`src/rtl/disp_pkg.sv`:
```
// Shared constants for the multiplexed 7-segment display controller:
// segment patterns ({g,f,e,d,c,b,a}, active-high) and scan FSM states.
package disp_pkg;

  localparam logic [6:0] SEG_0    = 7'h3F;
  localparam logic [6:0] SEG_1    = 7'h06;
  localparam logic [6:0] SEG_2    = 7'h5B;
  localparam logic [6:0] SEG_3    = 7'h4F;
  localparam logic [6:0] SEG_4    = 7'h66;
  localparam logic [6:0] SEG_5    = 7'h6D;
  localparam logic [6:0] SEG_6    = 7'h7D;
  localparam logic [6:0] SEG_7    = 7'h07;
  localparam logic [6:0] SEG_8    = 7'h7F;
  localparam logic [6:0] SEG_9    = 7'h6F;
  localparam logic [6:0] SEG_DASH = 7'h40;

  typedef enum logic {
    ST_BLANK = 1'b0,
    ST_SHOW  = 1'b1
  } state_t;

endpackage

```
`src/rtl/binary2bcd.sv`:
```
// Combinational binary to BCD converter for values up to 63 (at most two digits).
module binary2bcd #(
  parameter int NUM_BITS = 4,
  parameter int NUM_BCDS = 2
) (
  input  logic [NUM_BITS-1:0]   bin,
  output logic [4*NUM_BCDS-1:0] bcd
);

  logic [6:0] val_s;
  logic [3:0] ones_s;

  assign val_s  = 7'(bin);
  assign ones_s = 4'(val_s % 7'd10);

  if (NUM_BCDS == 2) begin : g_two
    logic [3:0] tens_s;
    assign tens_s = 4'(val_s / 7'd10);
    assign bcd    = {tens_s, ones_s};
  end else begin : g_one
    assign bcd = ones_s;
  end

endmodule

```
`src/rtl/seg7_decode.sv`:
```
// BCD digit to 7-segment pattern; any non-decimal code shows a dash.
module seg7_decode
  import disp_pkg::*;
(
  input  logic [3:0] bcd,
  output logic [6:0] seg
);

  // Digit lookup
  always_comb begin
    case (bcd)
      4'd0:    seg = SEG_0;
      4'd1:    seg = SEG_1;
      4'd2:    seg = SEG_2;
      4'd3:    seg = SEG_3;
      4'd4:    seg = SEG_4;
      4'd5:    seg = SEG_5;
      4'd6:    seg = SEG_6;
      4'd7:    seg = SEG_7;
      4'd8:    seg = SEG_8;
      4'd9:    seg = SEG_9;
      default: seg = SEG_DASH;
    endcase
  end

endmodule

```
`src/rtl/bcd_disp_scan_ctrl.sv`:
```
// Multiplexed 7-segment scan controller: shadows the counter value, converts it
// to BCD and lights one digit at a time with a blanking gap between digits.
module bcd_disp_scan_ctrl
  import disp_pkg::*;
#(
  parameter int  NUM_BITS  = 4,
  parameter int  PRESCALE  = 1000,
  parameter int  BLANK_CYC = 16,
  localparam int NUM_BCDS  = (NUM_BITS > 3) ? 2 : 1
) (
  input  logic                clk,
  input  logic                rst,
  input  logic                disp_en,
  input  logic                lz_en,
  input  logic [NUM_BITS-1:0] val_in,
  input  logic                val_ld,
  output logic [NUM_BCDS-1:0] dig_en,
  output logic [6:0]          seg,
  output logic                frame_done
);

  localparam int TMR_MAX = (PRESCALE > BLANK_CYC) ? PRESCALE : BLANK_CYC;
  localparam int TMR_W   = (TMR_MAX > 1) ? $clog2(TMR_MAX) : 1;
  localparam logic                IDX_LAST = (NUM_BCDS == 2) ? 1'b1 : 1'b0;
  localparam logic [NUM_BCDS-1:0] ONE_HOT0 = NUM_BCDS'(1);

  if (NUM_BITS < 1 || NUM_BITS > 6) begin : g_bad_bits
    $error("bcd_disp_scan_ctrl: NUM_BITS must be 1..6");
  end
  if (PRESCALE < 2) begin : g_bad_prescale
    $error("bcd_disp_scan_ctrl: PRESCALE must be >= 2");
  end
  if (BLANK_CYC < 1) begin : g_bad_blank
    $error("bcd_disp_scan_ctrl: BLANK_CYC must be >= 1");
  end

  state_t                st_r;
  logic                  idx_r;
  logic [TMR_W-1:0]      timer_r;
  logic [NUM_BITS-1:0]   shadow_r;
  logic [NUM_BITS-1:0]   pend_val_r;
  logic                  pending_r;
  logic [4*NUM_BCDS-1:0] bcd_s;
  logic [3:0]            digit_s;
  logic [6:0]            dec_s;
  logic                  lz_blank_s;
  logic                  blank_end_s;
  logic                  show_end_s;
  logic                  boundary_s;
  logic                  idx_nxt_s;

  binary2bcd #(
    .NUM_BITS (NUM_BITS),
    .NUM_BCDS (NUM_BCDS)
  ) u_b2b (
    .bin (shadow_r),
    .bcd (bcd_s)
  );

  if (NUM_BCDS == 2) begin : g_mux
    assign digit_s    = idx_r ? bcd_s[7:4] : bcd_s[3:0];
    assign lz_blank_s = lz_en && idx_r && (digit_s == 4'd0);
  end else begin : g_single
    assign digit_s    = bcd_s;
    assign lz_blank_s = 1'b0;
  end

  seg7_decode u_dec (
    .bcd (digit_s),
    .seg (dec_s)
  );

  assign blank_end_s = (timer_r == TMR_W'(BLANK_CYC - 1));
  assign show_end_s  = (timer_r == TMR_W'(PRESCALE - 1));
  assign idx_nxt_s   = (idx_r == IDX_LAST) ? 1'b0 : (idx_r + 1'b1);
  assign boundary_s  = disp_en && (st_r == ST_SHOW) && show_end_s && (idx_r == IDX_LAST);

  // Scan FSM, shadow/pending capture and registered display outputs
  always_ff @(posedge clk) begin
    if (rst) begin
      st_r       <= ST_BLANK;
      idx_r      <= 1'b0;
      timer_r    <= {TMR_W{1'b0}};
      shadow_r   <= {NUM_BITS{1'b0}};
      pend_val_r <= {NUM_BITS{1'b0}};
      pending_r  <= 1'b0;
      dig_en     <= {NUM_BCDS{1'b0}};
      seg        <= 7'd0;
      frame_done <= 1'b0;
    end else begin
      frame_done <= 1'b0;
      if (!disp_en) begin
        st_r    <= ST_BLANK;
        idx_r   <= 1'b0;
        timer_r <= {TMR_W{1'b0}};
        dig_en  <= {NUM_BCDS{1'b0}};
        seg     <= 7'd0;
      end else begin
        // Outputs follow the state of this clock, so they trail it by one
        dig_en <= (st_r == ST_SHOW) ? (ONE_HOT0 << idx_r) : {NUM_BCDS{1'b0}};
        seg    <= ((st_r == ST_SHOW) && !lz_blank_s) ? dec_s : 7'd0;
        case (st_r)
          ST_BLANK: begin
            if (blank_end_s) begin
              st_r    <= ST_SHOW;
              timer_r <= {TMR_W{1'b0}};
            end else begin
              timer_r <= timer_r + TMR_W'(1);
            end
          end
          ST_SHOW: begin
            if (show_end_s) begin
              st_r       <= ST_BLANK;
              timer_r    <= {TMR_W{1'b0}};
              idx_r      <= idx_nxt_s;
              frame_done <= (idx_r == IDX_LAST);
            end else begin
              timer_r <= timer_r + TMR_W'(1);
            end
          end
          default: begin
            st_r    <= ST_BLANK;
            idx_r   <= 1'b0;
            timer_r <= {TMR_W{1'b0}};
          end
        endcase
      end

      // Shadow only moves between frames (or freely while dark) to avoid tearing
      if (!disp_en || boundary_s) begin
        if (val_ld) begin
          shadow_r <= val_in;
        end else if (pending_r) begin
          shadow_r <= pend_val_r;
        end
        pending_r <= 1'b0;
      end else if (val_ld) begin
        pending_r <= 1'b1;
      end
      if (val_ld) begin
        pend_val_r <= val_in;
      end
    end
  end

endmodule

```
`config.mk`:
```
export PLATFORM = sky130hd
export DESIGN_NAME = bcd_disp_scan_ctrl
export DESIGN_NICKNAME = d
export VERILOG_FILES = /design/src/rtl/disp_pkg.sv /design/src/rtl/binary2bcd.sv /design/src/rtl/seg7_decode.sv /design/src/rtl/bcd_disp_scan_ctrl.sv
export SDC_FILE = /design/constraint.sdc
export NUM_CORES = 1
export LEC_CHECK = 0
export CORE_ASPECT_RATIO = 1.25
export CORE_MARGIN = 5
export CORE_UTILIZATION = 32
export CTS_CLUSTER_SIZE = 14
export DETAILED_ROUTE_END_ITERATION = 8
export PLACE_DENSITY = 0.49
export SLEW_MARGIN = 20
export SYNTH_ARGS = -nofsm -noshare
export SYNTH_HDL_FRONTEND = slang
export SYNTH_SLANG_ARGS = --single-unit
```
`constraint.sdc`:
```
create_clock -name clk -period 2 [get_ports clk]
set_clock_uncertainty 0.05 [all_clocks]
set_input_delay 0.4 -clock clk [delete_from_list [all_inputs] [get_ports clk]]
set_output_delay 0.4 -clock clk [all_outputs]
set_load 0.02 [all_outputs]
```
==> run_results.csv <==
group,metric,value,unit
critical_path,cp_slowest_cell,"or3_4",
global_route,grt-ovfl-total,0,
detailed_routing,first_pass_iters,4,
worst_hold_path,hold_path.class,"reg -> reg",
critical_path,path_cells,"inv_2 -> ha_4 -> inv_2 -> ha_4 -> nor2_4 -> a32oi_4 -> ha_4 -> or3_4 -> o2111ai_2 -> a21oi_2",
critical_path,critPathMaxFanout,6,
critical_path,start_kind,"flop",
clocking,htreeDepth,2,
clocking,cts.sinks,31,
sta,fmax,0.504,GHz
sta,slew_headroom,67.9,%
detailed_routing,viasPerCell,4.79,
clocking,cts_root_buf,"clkbuf_8",
status,status,"completed",
detailed_routing,drc,0,
detailed_routing,antenna_left,0,
sta,min_period_over_period,99.2,%
job,max_cap_viol_count,0,
yosys,yosysTopAreaCellShare,41.8,%
yosys,ys_types,40,
yosys,syn_nets,173,
global_route,grt_pass1_wl,5900,µm
pwr,total_power,0.00137,W
clocking,cts_tree,"done",
sta,slew_viol_final,0,
floorplanning,rows,27,
critical_path,crit_path_max_incr_delay,0.38,ns
floorplanning,die_h,86.2,µm
finish,layout_common_cells,"dfxtp_1, buf_4, nor2_1",
yosys,synth_cells,155,
floorplanning,coreArea,4460,µm²
yosys,async_reset_ff_share,0,%
finish,final_common_cell,"dfxtp_1",
yosys,yosysSeqAreaShare,41.8,%
pwr,power_density,612,nW/µm²
critical_path,path_class,"reg -> reg",
yosys,yosys_most_used_dff,"dfxtp_1",
detailed_routing,drt_iter0_drc,48,
yosys,synth_top_area_cell,"dfxtp_1",
sta,rsz0062_at_grt,"yes",
sta,worst_pin_slew,0.480,ns
critical_path,path_common_cell,"ha_4",
detailed_routing,wl_per_cell,13.4,µm
floorplanning,dieArea,6120,µm²
global_route,antenna_found_initial,0,
floorplanning,io_pins,19,
finish,drive_gt1_share,39.3,%
clocking,path_clk_slew,0.07,ns
detailed_routing,postRouteWirelength,3530,µm
sta,hold_viol_final,0,
floorplanning,die_x,71.0,µm
yosys,synth_edf_count,0,
global_route,grt_pass1_vias,1285,
yosys,synth_area_leaders,"dfxtp_1, ha_1, nor2_1",
finish,stdcell_area,2240,µm²
clocking,cts_buffers,5,
finish,nets,223,
global_route,grtUsageTotal,12.2,%
yosys,syn_area,1490,µm²
yosys,yosysWarnings,0,
sta,fin_ws,0.0160,ns
finish,final_core_util,50.3,%
place,hpwlAfterDp,2440,µm
place,port_buffers,18,
place,gp_congestion,0.755,
pwr,ir_drop,359,µV
finish,area_growth,50.8,%
yosys,syn-mean-instance-area,9.59,µm²
place,placedInstanceArea,1890,µm²
clocking,clock_latency,0.28,ns
yosys,synth_seq_cells,31,
sta,final-setup-viol-count,0,
critical_path,required,2.12,ns
floorplanning,initial_core_util,33.3,%
detailed_routing,vias,1265,
critical_path,worstPathArrival,2.10,ns
finish,antenna_cells,0,
place,place_ws,-0.127,ns
clocking,cts_buffer_depth,2,
sta,final_period_minus_worst_setup_slack,1.98,ns
pwr,cellLeakagePower,0.832,nW
sta,worst_hold_slack,0.406,ns
critical_path,endpoint_kind,"flop",
global_route,grt_max_degree,11,
cell usage after synthesis, drive strengths merged, types with 2 or more instances:
cell type / count
nor2b: 6
nand3: 7
nand2: 5
dfxtp: 31
o2bb2ai: 2
nor2: 25
mux2i: 5
xnor2: 6
nand4b: 2
nand2b: 3
mux2: 5
or3: 2
o32ai: 4
clkbuf: 2
nor3b: 2
and3: 2
a21oi: 6
nor3: 4
ha: 9
xor2: 3
inv: 8
layer usage:
layer | track usage, % | share of wire (%)
met1 | 13.5 | 40
met4 | 4.44 | 1.5
met3 | 3.60 | 4.0
met2 | 21.9 | 55
met5 | 0 | 0
report_power, final:
group          internal [W]  total (W)  switching, W
Combinational     0.0000984   0.000184     0.0000859
Sequential         0.000630   0.000637    0.00000745
Clock              0.000313   0.000550      0.000237
registers in the layout (all words and copies together), names as in the netlist:
name        flops
dig_en          2
frame_done      1
idx_r           1
pend_val_r      4
pending_r       1
seg             7
shadow_r        4
st_r            1
timer_r        10
what timing repair did:
| action | in CTS | in global routing |
|---|---|---|
| setup endpoints to repair | 7 | 10 |
| buffers inserted | 5 | 3 |
| pin swaps | 4 | 11 |
| endpoints found under the hold margin | 0 | 0 |
| resized for setup | 4 | 33 |
| hold buffers | 0 | 0 |
cell families after synthesis:
family	share of synthesized area, %
AOI/OAI and AO/OA	11.4
xor gates and xnor gates	5.30
adders and majority gates	7.58
buffers and inverters	2.86
DFF	41.8
muxes	7.15
and+or+nand+nor	24.0
stage by stage:
step	setup TNS, ns	std cells
2_1_floorplan	0	155
3_3_place_gp	-0.0860	248
3_5_place_dp	-0.447	248
4_1_cts	0	261
5_1_grt	-0.333	264
6_report	0	264
worst max-delay path: cells and delay by family (launching register included):
kind,cells,cell delay (ns)
DFF,1,0.33
AOI/OAI and AO/OA,3,0.35
and+or+nand+nor,2,0.51
buffers and inverters,2,0.11
adders and majority gates,3,0.51
final timing paths:
kind          startpoint         end  slack [ns]  depth (start not counted)
max          shadow_r[1]      seg[4]        0.02                         10
min           timer_r[0]  timer_r[0]        0.41                          1
max reg2reg  shadow_r[1]      seg[4]        0.02                         10
min reg2reg   timer_r[0]  timer_r[0]        0.41                          1
final cells by class:
type | instances | area, µm²
tap | 58 | 72.6
inverter | 8 | 32.5
clock buffer | 7 | 96.3
sequential | 31 | 624
timing repair buffer | 46 | 402
multi-input combinational | 113 | 1010
fill | 451 | 2220
clock inverter | 1 | 7.51
(Power assumes the default switching activity.)
